## src/rtl/clkdiv_inv_prog.sv

```systemverilog
`default_nettype none
// ============================================================================
// Module   : clkdiv_inv_prog
// Desc     : Programmable clock divider with selectable output polarity.
//            Setting and start/stop changes take effect at period boundaries.
// Revision : 1.0 - initial release
// ============================================================================
module clkdiv_inv_prog #(
    parameter int WIDTH       = 8,
    parameter int DEFAULT_DIV = 2
) (
    input  logic             CLK,
    input  logic             RST,
    input  logic             EN,
    input  logic             LOAD,
    input  logic [WIDTH-1:0] DIV,
    input  logic             INV,
    output logic             ZN,
    output logic             BUSY,
    output logic             PEND
);

    typedef enum logic [0:0] {
        IDLE = 1'b0,
        RUN  = 1'b1
    } state_t;

    localparam logic [WIDTH-1:0] C_DEF_DIV = WIDTH'(DEFAULT_DIV);
    localparam logic [WIDTH-1:0] C_MIN_DIV = WIDTH'(2);

    state_t           state_q, state_d;
    logic [WIDTH-1:0] cnt_q, cnt_d;
    logic [WIDTH-1:0] n_q, n_d;
    logic             inv_q, inv_d;
    logic [WIDTH-1:0] sh_n_q, sh_n_d;
    logic             sh_inv_q, sh_inv_d;
    logic             pend_q, pend_d;
    logic             zn_q, zn_d;

    logic [WIDTH-1:0] w_load_n;
    logic             w_wrap;

    // Ratios below 2 cannot produce both a high and a low phase.
    assign w_load_n = (DIV < C_MIN_DIV) ? C_MIN_DIV : DIV;
    assign w_wrap   = (cnt_q == (n_q - WIDTH'(1)));

    always_ff @(posedge CLK) begin
        if (RST) begin
            state_q  <= IDLE;
            cnt_q    <= '0;
            n_q      <= C_DEF_DIV;
            inv_q    <= 1'b0;
            sh_n_q   <= C_DEF_DIV;
            sh_inv_q <= 1'b0;
            pend_q   <= 1'b0;
            zn_q     <= 1'b0;
        end else begin
            state_q  <= state_d;
            cnt_q    <= cnt_d;
            n_q      <= n_d;
            inv_q    <= inv_d;
            sh_n_q   <= sh_n_d;
            sh_inv_q <= sh_inv_d;
            pend_q   <= pend_d;
            zn_q     <= zn_d;
        end
    end

    always_comb begin
        state_d  = state_q;
        cnt_d    = cnt_q;
        n_d      = n_q;
        inv_d    = inv_q;
        sh_n_d   = sh_n_q;
        sh_inv_d = sh_inv_q;
        pend_d   = pend_q;
        zn_d     = zn_q;

        case (state_q)
            IDLE: begin
                if (LOAD) begin
                    n_d      = w_load_n;
                    inv_d    = INV;
                    sh_n_d   = w_load_n;
                    sh_inv_d = INV;
                end
                cnt_d  = '0;
                pend_d = 1'b0;
                if (EN) begin
                    state_d = RUN;
                    zn_d    = ~inv_d;
                end else begin
                    zn_d = inv_d;
                end
            end
            RUN: begin
                if (w_wrap) begin
                    // A LOAD on the boundary edge supersedes any older shadow.
                    if (LOAD) begin
                        n_d      = w_load_n;
                        inv_d    = INV;
                        sh_n_d   = w_load_n;
                        sh_inv_d = INV;
                    end else if (pend_q) begin
                        n_d   = sh_n_q;
                        inv_d = sh_inv_q;
                    end
                    pend_d = 1'b0;
                    cnt_d  = '0;
                    if (!EN) begin
                        state_d = IDLE;
                        zn_d    = inv_d;
                    end else begin
                        zn_d = ~inv_d;
                    end
                end else begin
                    cnt_d = cnt_q + WIDTH'(1);
                    if (LOAD) begin
                        sh_n_d   = w_load_n;
                        sh_inv_d = INV;
                        pend_d   = 1'b1;
                    end
                    zn_d = inv_q ^ (cnt_d < (n_q >> 1));
                end
            end
            default: state_d = IDLE;
        endcase
    end

    assign ZN   = zn_q;
    assign BUSY = (state_q == RUN);
    assign PEND = pend_q;

endmodule
`default_nettype wire
```

## config.mk

```make
export PLATFORM = sky130hd
export DESIGN_NAME = clkdiv_inv_prog
export DESIGN_NICKNAME = d
export VERILOG_FILES = /design/src/rtl/clkdiv_inv_prog.sv
export SDC_FILE = /design/constraint.sdc
export NUM_CORES = 1
export LEC_CHECK = 0
export BUFFER_PORTS_ARGS = -buffer_cell sky130_fd_sc_hd__buf_2
export CAP_MARGIN = 20
export CORE_ASPECT_RATIO = 1.25
export CORE_MARGIN = 2
export CORE_UTILIZATION = 54
export DETAILED_ROUTE_END_ITERATION = 16
export PLACE_DENSITY = 0.82
export SYNTH_ARGS = -nofsm -noshare
export SYNTH_HDL_FRONTEND = slang
export SYNTH_SLANG_ARGS = --single-unit
```

## constraint.sdc

```tcl
create_clock -name CLK -period 2.65 [get_ports CLK]
set_input_delay 0 -clock CLK [delete_from_list [all_inputs] [get_ports CLK]]
set_output_delay 0 -clock CLK [all_outputs]
set_load 0.1 [all_outputs]
```

==> results_dict.tcl <==
set metrics [dict create \
    r2r_slack_ns 0.35 \
    vdd_drop_max_mv 0.451 \
    skew_ns 0.00310 \
    cap_violations 0 \
    yosys_most_used_dff "dfxtp_1" \
    grt_pass1_vias 1389 \
    finalMaxSlewViolations 0 \
    clockBufferDepth 2 \
    grt_usage_pct 20.6 \
    ant_nets 0 \
    worstPathMaxFanout 7 \
    startpoint "n_q[0]$_SDFFE_PP0P_" \
    slowest_stage "a2111oi_4" \
    required_ns 2.81 \
    numClockSinks 29 \
    met1_length_mm 1.56 \
    antennaDiodeCount 0 \
    vias 1449 \
    syn_area_um2 1810 \
    max_stage_delay_ns 0.48 \
    final_common_cell "dfxtp_1" \
    place_area_um2 1850 \
    viasPerCell 5.66 \
    whs_path_depth 3 \
    fill_cells 262 \
    intPower_mw 0.813 \
    die_h_um 68.7 \
    hold_viol_final 0 \
    drtIter0Drc 40 \
    reg2reg_depth 9 \
    status "complete, no violations" \
    cts_resized 0 \
    remaining_drc_errors 0 \
    cts_setup_buffers 0 \
    fmax_mhz 435 \
    synth_edf_count 0 \
    min_period_ns 2.30 \
    rows 23 \
    p_per_area_nw_per_um2 613 \
    cts_made_buffers 5 \
    initial_core_util_pct 56.6 \
    p_leak_nw 0.917 \
    grt_max_degree 19 \
    p_seq_share_pct 42.1 \
    dpl.hpwl_mm 2.63 \
    synthCells 200 \
    slew_headroom_pct 65.8 \
    gr-total-overflow 0 \
    cts_tree "yes" \
    dieArea_um2 3830 \
    crit_chain "inv_1 > ha_1 > or3b_4 > nor3_4 > xnor2_1 > a2111oi_4 > buf_4 > o211a_1 > nor3_1" \
    ys_ff_latch 29 \
    area_growth_pct 10.3 \
    worst_slew_pin_slew_ns 0.508 \
    fin_hold_ws_ns 0.0219 \
    power_switching_mw 0.411 \
    finalCritPeriodShare_pct 86.8 \
    routedWlPerCell_um 14.2 \
    hold_path.class "input port to flop" \
    async_reset_ff_share_pct 0 \
    setup_ws_ns 0.349 \
    antenna_found_initial 0 \
    port_buffers 15 \
    p_comb_share_pct 27.5 \
    dr.pass1.iters 4 \
    swShare_pct 33.6 \
    reg2reg_from "n_q[0]$_SDFFE_PP0P_" \
    layout_common_cells "29 x dfxtp_1, 19 x nor2_1, 16 x mux2i_1, 15 x inv_1, 15 x buf_2" \
    dieWidth_um 55.8 \
    syn_nets 221 \
    end_kind "flop" \
    dp_slack_ns 0.376 \
    dr_wl_met3_um 91 \
    final_layout_size_suffix_gt1_share_pct 14.2 \
    gp_congestion 0.813 \
    wirelength_mm 3.65 \
    ioPinCount 16 \
    synth.distinct_cells 45 \
    core_area_um2 3190 \
    routed.top_layer "met4" \
    clk_latency_ns 0.28 \
    yosys_warnings 0 \
    h-tree-depth 2 \
    final.setup.tns_ns 0 \
    clockRootBuffer "clkbuf_8" \
    worstPathArrival_ns 2.46 \
    setup_viol 0 \
    fin_nets 240 \
    rsz0062_at_grt "false" \
    clk_pin_slew_worst_paths_ns 0.06 \
    path_class "flop to flop" \
    wl_met2_mm 1.91 \
    start_kind "flop" \
    clockPowerShare_pct 30.4 \
    worstHoldStart "INV" \
    ys_seq_area_share_pct 32.1 \
    avgSynthCellArea_um2 9.05 \
    grt_pass1_wl_mm 6.03 \
    stdcell_area_um2 2000 \
]
==> synthesized netlist by cell type, types with 2 or more instances <==
cell type | instances | area, um^2
a21oi_1 | 3 | 15.0
inv_1 | 15 | 56.3
nor2_1 | 19 | 71.3
nand2b_1 | 2 | 12.5
a21o_1 | 3 | 22.5
xnor2_1 | 11 | 96.3
dfxtp_1 | 29 | 581
a32oi_1 | 2 | 17.5
mux2i_1 | 16 | 160
o2111ai_1 | 2 | 17.5
xor2_1 | 7 | 61.3
o211a_1 | 7 | 70.1
nor4_1 | 2 | 12.5
nor2b_1 | 6 | 37.5
nand4_1 | 2 | 12.5
ha_1 | 8 | 100
nand2_1 | 7 | 26.3
a31oi_1 | 9 | 56.3
o21ai_0 | 6 | 30.0
nand3_1 | 5 | 25.0
buf_1 | 2 | 7.51
nor3_1 | 9 | 45.0
and4_1 | 2 | 17.5
buf_6 | 5 | 56.3
==> stage by stage <==
step / cells / power (mW) / util, %
2_1_floorplan: 200 / 0.792 / -
3_3_place_gp: 243 / 0.844 / 57.9
3_5_place_dp: 243 / 0.852 / 57.9
4_1_cts: 256 / 1.23 / 62.5
5_1_grt: 256 / 1.28 / 62.5
6_report: 256 / 1.22 / 62.5
==> cells by family after synthesis <==
logic type | Yosys count | share of synthesized area, %
flops | 29 | 32.1
xor+xnor | 18 | 8.71
compound gates | 40 | 17.6
mux | 16 | 8.85
simple gates | 63 | 18.8
buf+inv | 26 | 8.44
fa+ha+maj | 8 | 5.53
==> path summary, 6_finish.rpt <==
| check | to |
|---|---|
| worst min-delay path | sh_inv_q$_SDFFE_PP0P_ |
| worst min register to register | sh_n_q[1]$_SDFFE_PP1P_ |
| worst max-delay path | n_q[6]$_SDFFE_PP0P_ |
| worst max register to register | n_q[6]$_SDFFE_PP0P_ |
==> flip-flops by register name (all words and copies together) (netlist names) <==
signal and flops:
inv_q 1, PEND 1, n_q 8, sh_inv_q 1, sh_n_q 8, ZN 1, cnt_q 8, BUSY 1
==> repair_timing <==
action,in CTS,in global routing
hold endpoints to repair,6,0
endpoints found under the setup margin,0,0
hold buffers,6,0
==> per-layer routing <==
metal,track usage [%],up-vias
li1,-,744
met1,20.6,675
met2,38.1,22
met3,5.60,8
met4,13.4,0
met5,0,-
==> power by group through the flow <==
stage | sequential, mW | clock, mW | combinational (mW)
6_report | 0.516 | 0.372 | 0.336
5_1_grt | 0.521 | 0.392 | 0.368
4_1_cts | 0.514 | 0.377 | 0.338
3_5_place_dp | 0.524 | 0 | 0.328
3_3_place_gp | 0.522 | 0 | 0.322
2_1_floorplan | 0.555 | 0 | 0.238
==> critical path, delay by kind of cell (launching register included) <==
kind,cells,cell delay (ns)
AND/OR/NAND/NOR,3,0.57
buffers and inverters,2,0.30
adder cells (fa/ha/maj),1,0.17
XOR/XNOR,1,0.14
AO/OA/AOI/OAI,2,0.62
flip-flops,1,0.36
==> cell type report <==
cell class                 instances  area, um^2  share of cell area, %
multi-input combinational        145        1080                   53.9
sequential                        29         581                   29.1
timing repair buffer              23         150                   7.52
clock buffer                       7        86.3                   4.33
inverter                          15        56.3                   2.82
tap                               37        46.3                   2.32
Power figures use the tool's default switching activity.
